===== config.mk =====
export PLATFORM = sky130hd
export DESIGN_NAME = fd_scan_ctrl
export DESIGN_NICKNAME = d
export VERILOG_FILES = /design/src/rtl/fd_pkg.sv /design/src/rtl/fd_addr_gen.sv /design/src/rtl/fd_scan_ctrl.sv
export SDC_FILE = /design/constraint.sdc
export NUM_CORES = 1
export LEC_CHECK = 0
export BUFFER_PORTS_ARGS = -buffer_cell sky130_fd_sc_hd__buf_2
export CORE_MARGIN = 4
export CORE_UTILIZATION = 25
export CTS_CLUSTER_SIZE = 20
export DETAILED_ROUTE_END_ITERATION = 7
export REMOVE_ABC_BUFFERS = 1
export SETUP_SLACK_MARGIN = 0.15
export SYNTH_ARGS = -nofsm -noshare
export SYNTH_HDL_FRONTEND = slang
export SYNTH_HIERARCHICAL = 1
export SYNTH_SLANG_ARGS = --single-unit

===== constraint.sdc =====
create_clock -name clock -period 6.9 [get_ports clock]
set_input_delay 1.38 -clock clock [delete_from_list [all_inputs] [get_ports clock]]
set_output_delay 1.38 -clock clock [all_outputs]
set_load 0.02 [all_outputs]

===== src/rtl/fd_pkg.sv =====
// Shared types and constants for the corner-detect scan controller.
// The table below gives the 16 pixel offsets on the radius-3 circle.
package fd_pkg;

    localparam int PIX_W     = 8;
    localparam int NUM_CIRC  = 16;
    localparam int RADIUS    = 3;
    localparam int NUM_READS = NUM_CIRC + 1;

    typedef enum logic [2:0] {
        S_IDLE,
        S_FETCH,
        S_WAIT,
        S_PRESENT,
        S_DONE
    } fdState_t;

    // Circle entries start at the top and run clockwise.
    localparam int CIRC_DX [NUM_CIRC] = '{ 0,  1,  2,  3, 3, 3, 2, 1, 0, -1, -2, -3, -3, -3, -2, -1};
    localparam int CIRC_DY [NUM_CIRC] = '{-3, -3, -2, -1, 0, 1, 2, 3, 3,  3,  2,  1,  0, -1, -2, -3};

    function automatic int circOffset(input int idx, input int imgW);
        return CIRC_DY[idx] * imgW + CIRC_DX[idx];
    endfunction

endpackage


===== src/rtl/fd_addr_gen.sv =====
// Maps a centre (x, y) and read index (0 = centre, 1..16 = circle) to a linear
// pixel address. The offset is added modulo 2^ADDR_W, so negative offsets wrap.
module fd_addr_gen
    import fd_pkg::*;
#(
    parameter int IMG_W  = 128,
    parameter int ADDR_W = 15
) (
    input  logic [ADDR_W-1:0] xPos,
    input  logic [ADDR_W-1:0] yPos,
    input  logic [4:0]        readIdx,
    output logic [ADDR_W-1:0] addr
);

    logic [3:0]        slot;
    logic [ADDR_W-1:0] base;
    logic [ADDR_W-1:0] offs;

    always_comb begin
        slot = 4'(readIdx - 5'd1);
        base = yPos * ADDR_W'(IMG_W) + xPos;
        offs = '0;
        if (readIdx != 5'd0) begin
            offs = ADDR_W'(circOffset(int'(slot), IMG_W));
        end
        addr = base + offs;
    end

endmodule


===== src/rtl/fd_scan_ctrl.sv =====
// Raster-scans candidate centres, fetches each centre plus its 16 circle pixels
// and hands the bundle to the segment-test datapath with a valid/ready handshake.
//
// state     | meaning
// ----------+-------------------------------------------------------------
// S_IDLE    | waiting for start; threshold latched on acceptance
// S_FETCH   | 17 back-to-back reads: centre, then circle index 0..15
// S_WAIT    | no read; last circle byte arrives and is captured
// S_PRESENT | bundle valid, held until the datapath accepts it
// S_DONE    | one-cycle end-of-frame pulse, then back to idle
module fd_scan_ctrl
    import fd_pkg::*;
#(
    parameter int IMG_W  = 128,
    parameter int IMG_H  = 128,
    parameter int ADDR_W = 15
) (
    input  logic                      clock,
    input  logic                      reset,
    input  logic                      start,
    input  logic [7:0]                thres_in,
    output logic                      mem_rd,
    output logic [ADDR_W-1:0]         mem_addr,
    input  logic [7:0]                mem_data,
    output logic                      out_valid,
    input  logic                      out_ready,
    output logic [ADDR_W-1:0]         ref_addr,
    output logic [7:0]                ref_pixel,
    output logic [PIX_W*NUM_CIRC-1:0] adj_pixel,
    output logic [7:0]                thres,
    output logic                      busy,
    output logic                      done
);

    localparam logic [ADDR_W-1:0] X_FIRST = ADDR_W'(RADIUS);
    localparam logic [ADDR_W-1:0] Y_FIRST = ADDR_W'(RADIUS);
    localparam logic [ADDR_W-1:0] X_LAST  = ADDR_W'(IMG_W - 1 - RADIUS);
    localparam logic [ADDR_W-1:0] Y_LAST  = ADDR_W'(IMG_H - 1 - RADIUS);
    localparam logic [4:0]        IDX_LAST = 5'(NUM_READS - 1);

    fdState_t state, stateNext;

    logic [ADDR_W-1:0]         xPos, yPos;
    logic [4:0]                readIdx;
    logic                      captValid;
    logic [4:0]                captIdx;
    logic [3:0]                captSlot;
    logic [7:0]                thresReg;
    logic [ADDR_W-1:0]         refAddrReg;
    logic [7:0]                refPixReg;
    logic [PIX_W*NUM_CIRC-1:0] adjReg;
    logic [ADDR_W-1:0]         genAddr;
    logic                      rdNow;
    logic                      accept;
    logic                      lastCentre;

    fd_addr_gen #(
        .IMG_W  (IMG_W),
        .ADDR_W (ADDR_W)
    ) u_addr_gen (
        .xPos    (xPos),
        .yPos    (yPos),
        .readIdx (readIdx),
        .addr    (genAddr)
    );

    assign lastCentre = (xPos == X_LAST) && (yPos == Y_LAST);
    assign captSlot   = 4'(captIdx - 5'd1);

    always_comb begin
        stateNext = state;
        rdNow     = 1'b0;
        accept    = 1'b0;
        case (state)
            S_IDLE: begin
                if (start) stateNext = S_FETCH;
            end
            S_FETCH: begin
                rdNow = 1'b1;
                if (readIdx == IDX_LAST) stateNext = S_WAIT;
            end
            S_WAIT: begin
                stateNext = S_PRESENT;
            end
            S_PRESENT: begin
                if (out_ready) begin
                    accept    = 1'b1;
                    stateNext = lastCentre ? S_DONE : S_FETCH;
                end
            end
            S_DONE: begin
                stateNext = S_IDLE;
            end
            default: begin
                stateNext = S_IDLE;
            end
        endcase
    end

    assign mem_rd    = rdNow;
    assign mem_addr  = rdNow ? genAddr : '0;
    assign out_valid = (state == S_PRESENT);
    assign busy      = (state == S_FETCH) || (state == S_WAIT) || (state == S_PRESENT);
    assign done      = (state == S_DONE);
    assign ref_addr  = refAddrReg;
    assign ref_pixel = refPixReg;
    assign adj_pixel = adjReg;
    assign thres     = thresReg;

    always_ff @(posedge clock) begin
        if (reset) begin
            state      <= S_IDLE;
            xPos       <= '0;
            yPos       <= '0;
            readIdx    <= '0;
            captValid  <= 1'b0;
            captIdx    <= '0;
            thresReg   <= '0;
            refAddrReg <= '0;
            refPixReg  <= '0;
            adjReg     <= '0;
        end else begin
            state     <= stateNext;
            captValid <= rdNow;
            captIdx   <= readIdx;

            if (state == S_IDLE && start) begin
                thresReg <= thres_in;
                xPos     <= X_FIRST;
                yPos     <= Y_FIRST;
                readIdx  <= '0;
            end

            if (state == S_FETCH) begin
                readIdx <= readIdx + 5'd1;
                if (readIdx == 5'd0) refAddrReg <= genAddr;
            end

            if (accept && !lastCentre) begin
                readIdx <= '0;
                if (xPos == X_LAST) begin
                    xPos <= X_FIRST;
                    yPos <= yPos + ADDR_W'(1);
                end else begin
                    xPos <= xPos + ADDR_W'(1);
                end
            end

            // Read data lands one cycle after its strobe; slot follows the delayed index.
            if (captValid) begin
                if (captIdx == 5'd0) begin
                    refPixReg <= mem_data;
                end else begin
                    adjReg[{captSlot, 3'b000} +: PIX_W] <= mem_data;
                end
            end
        end
    end

endmodule


==> impl_metrics.tcl <==
set metrics [dict create \
    synthCells 1099 \
    start_util_pct 25.57 \
    status "complete, no violations" \
    synth_cell_type_count 77 \
    crit_path_max_incr_delay_ns 0.46 \
    yosysWarnings 6 \
    cts-htree-levels 1 \
    cts_inserted_buffers 25 \
    syn_to_final_growth_pct 23.79 \
    async_flop_share_pct 0 \
    core_sq_um 39100 \
    n_antenna_cell 0 \
    hold_viol_final 0 \
    p_total_w 0.002836 \
    cp_max_fo 8 \
    synth-seq-cells 203 \
    drive_gt1_share_pct 24.11 \
    root_buffer "clkbuf_16" \
    synth_top_family_by_area "simple AND/OR/NAND/NOR gates" \
    synth_compound_area_share_pct 11.65 \
    wl_per_cell_um 16.64 \
    grt_antenna_before_repair 1 \
    finalSetupTns_ns 0 \
    slew_headroom_pct 19.34 \
    p_clk_share_pct 46.6 \
    grt_pass1_vias 8242 \
    grt_start_max_net_pins 102 \
    grtUsageTotal_pct 13.20 \
    avgSynthCellArea_sq_um 9.098 \
    crit_slowest_cell "fa_1" \
    seq_area_frac_synth_pct 40.65 \
    rr_worst_depth 20 \
    swShare_pct 26.12 \
    drt_iter0_drc 539 \
    hold_depth 2 \
    cts_num_sinks 203 \
    synthMuxAreaShare_pct 10.41 \
    p_int_w 0.002095 \
    critical_path_class "flip-flop to primary output" \
    max_freq_ghz 0.1542 \
    post_synth_and_or_nand_nor_area_fraction_pct 23.93 \
    clk_pin_slew_worst_paths_ns 0.06 \
    pwr_density_cell_nw_per_um2 229.1 \
    io_pins 198 \
    utilization_pct 31.66 \
    cts_tree "built" \
    dieArea_sq_um 43260 \
    path_buf_inv 3 \
    antenna_left 0 \
    critPathTopFamily "adder cells" \
    fp-row-count 72 \
    wirelength_mm 30.09 \
    end_kind "primary output" \
    vdd_drop_max_v 0.0001618 \
    setup_slack_ns 0.4143 \
    finClkSkew_ns 0.01183 \
    setup_violations 0 \
    chipHeight_um 208.0 \
    worstPathArrival_ns 5.11 \
    insertion_delay_ns 0.54 \
    place_ws_ns 0.2249 \
    rr_startpoint "readIdx[0]" \
    r2r_slack_ns 2.32 \
    p_comb_share_pct 11.0 \
    fin_nets 1342 \
    fin_crit_ns 6.486 \
    holdCritStartpoint "thres[0]" \
    grt_pass1_wl_mm 47.11 \
    drc 0 \
    synthAdderAreaFrac_pct 6.833 \
    pwr-share-seq_pct 42.3 \
    required_ns 5.52 \
    die_width_um 208.0 \
    synth-main-ff-cell "dfxtp_1" \
    rsz0062_at_grt "true" \
    critPathLaunchType "flip-flop" \
    fin_crit_sh_pct 94.00 \
    tightest_slew_ns 1.205 \
    syn-cell-area_sq_um 9998 \
    synth_xor_area_share_pct 2.603 \
    clockBufferDepth 3 \
    gp_congestion 0.8330 \
    drv_slew 0 \
    dr_total_vias 8546 \
    r2r_end "ref_addr[14]" \
    cpMostUsedCell "fa_1" \
    hp-class "flip-flop to flip-flop" \
    io_buffers 197 \
    dr.pass1.iters 5 \
    cellLeakagePower_nw 5.423 \
    dp_hpwl_mm 21.52 \
    gr-total-overflow 0 \
    crit_path_cell_trace "inv_2, ha_4, nor3_1, a21oi_1, nor2_1, a211oi_2, buf_4, fa_1, fa_1, nor2_1, fa_1, ha_1, nand3_2, nor3_1, or3_1, a31o_1, a21oi_2, xnor2_1, and2_4, buf_2" \
    detail_route.vias_per_cell 4.727 \
    p_switching_w 0.0007407 \
    cap_violations 0 \
    min_to "thres[0]" \
    synth_enable_flop_cells 0 \
]
worst max-delay path by stage:
stage / start / to / depth (start not counted)
floorplan: readIdx[0] / mem_addr[14] / 17
global placement: readIdx[0] / mem_addr[14] / 18
detailed placement: readIdx[0] / mem_addr[14] / 18
CTS: readIdx[0] / mem_addr[14] / 20
global route: readIdx[0] / mem_addr[14] / 23
finish: readIdx[0] / mem_addr[14] / 20
layout by cell type (no fill, tap or decap), types with 23 or more instances in the layout:
master     count
nand2_1      231
dfxtp_1      201
buf_2        197
mux2i_1      104
a21oi_1       62
nor2_1        51
ha_1          33
clkbuf_16     25
inv_1         23
nor4_1        23
flip-flops by register name, summed over array words and instances (netlist names):
| name | count |
|---|---|
| adj_pixel | 128 |
| ref_addr | 15 |
| xPos | 15 |
| yPos | 15 |
| ref_pixel | 8 |
| thres | 8 |
| captIdx | 5 |
| readIdx | 5 |
| state | 3 |
| captValid | 1 |
synth_stat cells, types with 11 or more instances:
cell type / n / share of area [%]
and2_1: 22 / 1.4
nor2_1: 52 / 2.0
clkbuf_1: 31 / 1.2
a31o_2: 12 / 1.1
buf_2: 14 / 0.70
o21ai_0: 11 / 0.55
nor2b_1: 14 / 0.88
dfxtp_1: 203 / 41
a311oi_1: 12 / 1.1
nor4_1: 23 / 1.4
ha_1: 37 / 4.6
and3_1: 14 / 0.88
xnor2_1: 12 / 1.1
nand4_1: 22 / 1.4
fa_1: 11 / 2.2
nor3_1: 11 / 0.55
nand3_1: 20 / 1.0
mux2i_1: 104 / 10
a21oi_1: 64 / 3.2
inv_1: 25 / 0.94
nand2_1: 231 / 8.7
worst reg2reg max path, cell delays in order (launching register included):
cell and delay (ns):
dfxtp_2 0.41, inv_2 0.11, ha_4 0.28, nor3_1 0.17
a21oi_1 0.06, nor2_1 0.12, a211oi_2 0.06, buf_4 0.14
fa_1 0.39, fa_1 0.37, nor2_1 0.21, fa_1 0.46
ha_1 0.38, nand3_2 0.12, nor3_1 0.06, or3_1 0.34
a31o_1 0.21, a21oi_2 0.15, xnor2_1 0.18, nand2_1 0.14
a21oi_1 0.17
logic make-up (layout without fill, tap and decap cells):
| group | count (synthesis) | after routing |
|---|---|---|
| AO/OA/AOI/OAI | 164 | 164 |
| XOR/XNOR | 25 | 25 |
| adder cells (fa/ha/maj) | 48 | 48 |
| buffers and inverters | 85 | 276 |
| flip-flops | 203 | 203 |
| multiplexers | 104 | 104 |
| AND/OR/NAND/NOR | 470 | 470 |
metal layers:
layer,track usage (%),part of all wire (%),up-vias
li1,-,-,4224
met2,22.39,47,210
met3,2.365,4.8,41
met1,17.71,46,4071
met4,2.741,2.0,0
met5,0,0,-
power by group through the flow:
stage / combinational (W) / clock (W) / sequential, W
floorplan: 0.000178 / 0 / 0.00124
global placement: 0.000291 / 0 / 0.00123
detailed placement: 0.000294 / 0 / 0.00123
CTS: 0.000305 / 0.00137 / 0.00120
finish: 0.000313 / 0.00132 / 0.00120
global route: 0.000345 / 0.00141 / 0.00120
through the flow:
step	cell area (sq um)	hold slack [ns]	instances
after floorplan	9703	0.4790	1040
after global placement	11420	0.4392	1762
after detailed placement	11420	0.4453	1762
after CTS	12310	0.4538	1807
after global routing	12380	0.4694	1808
final	12380	0.4505	1808
final cells by class:
class                           instances  area, sq um
Clock buffer                           36        726.9
Clock inverter                          7        93.84
Fill cell                            4069        26720
Inverter                               26        100.1
Multi-Input combinational cell        811         5678
Sequential cell                       203         4069
Tap cell                              518        648.1
Timing Repair Buffer                  207         1061
timing repair:
item,in CTS,in global routing
resized for setup,13,10
hold endpoints to repair,0,0
setup endpoints to repair,4,2
cloned,0,0
buffers inserted,2,1
hold buffers,0,0
pin swaps,3,3
Note: power is estimated with default switching activity, not from simulation.
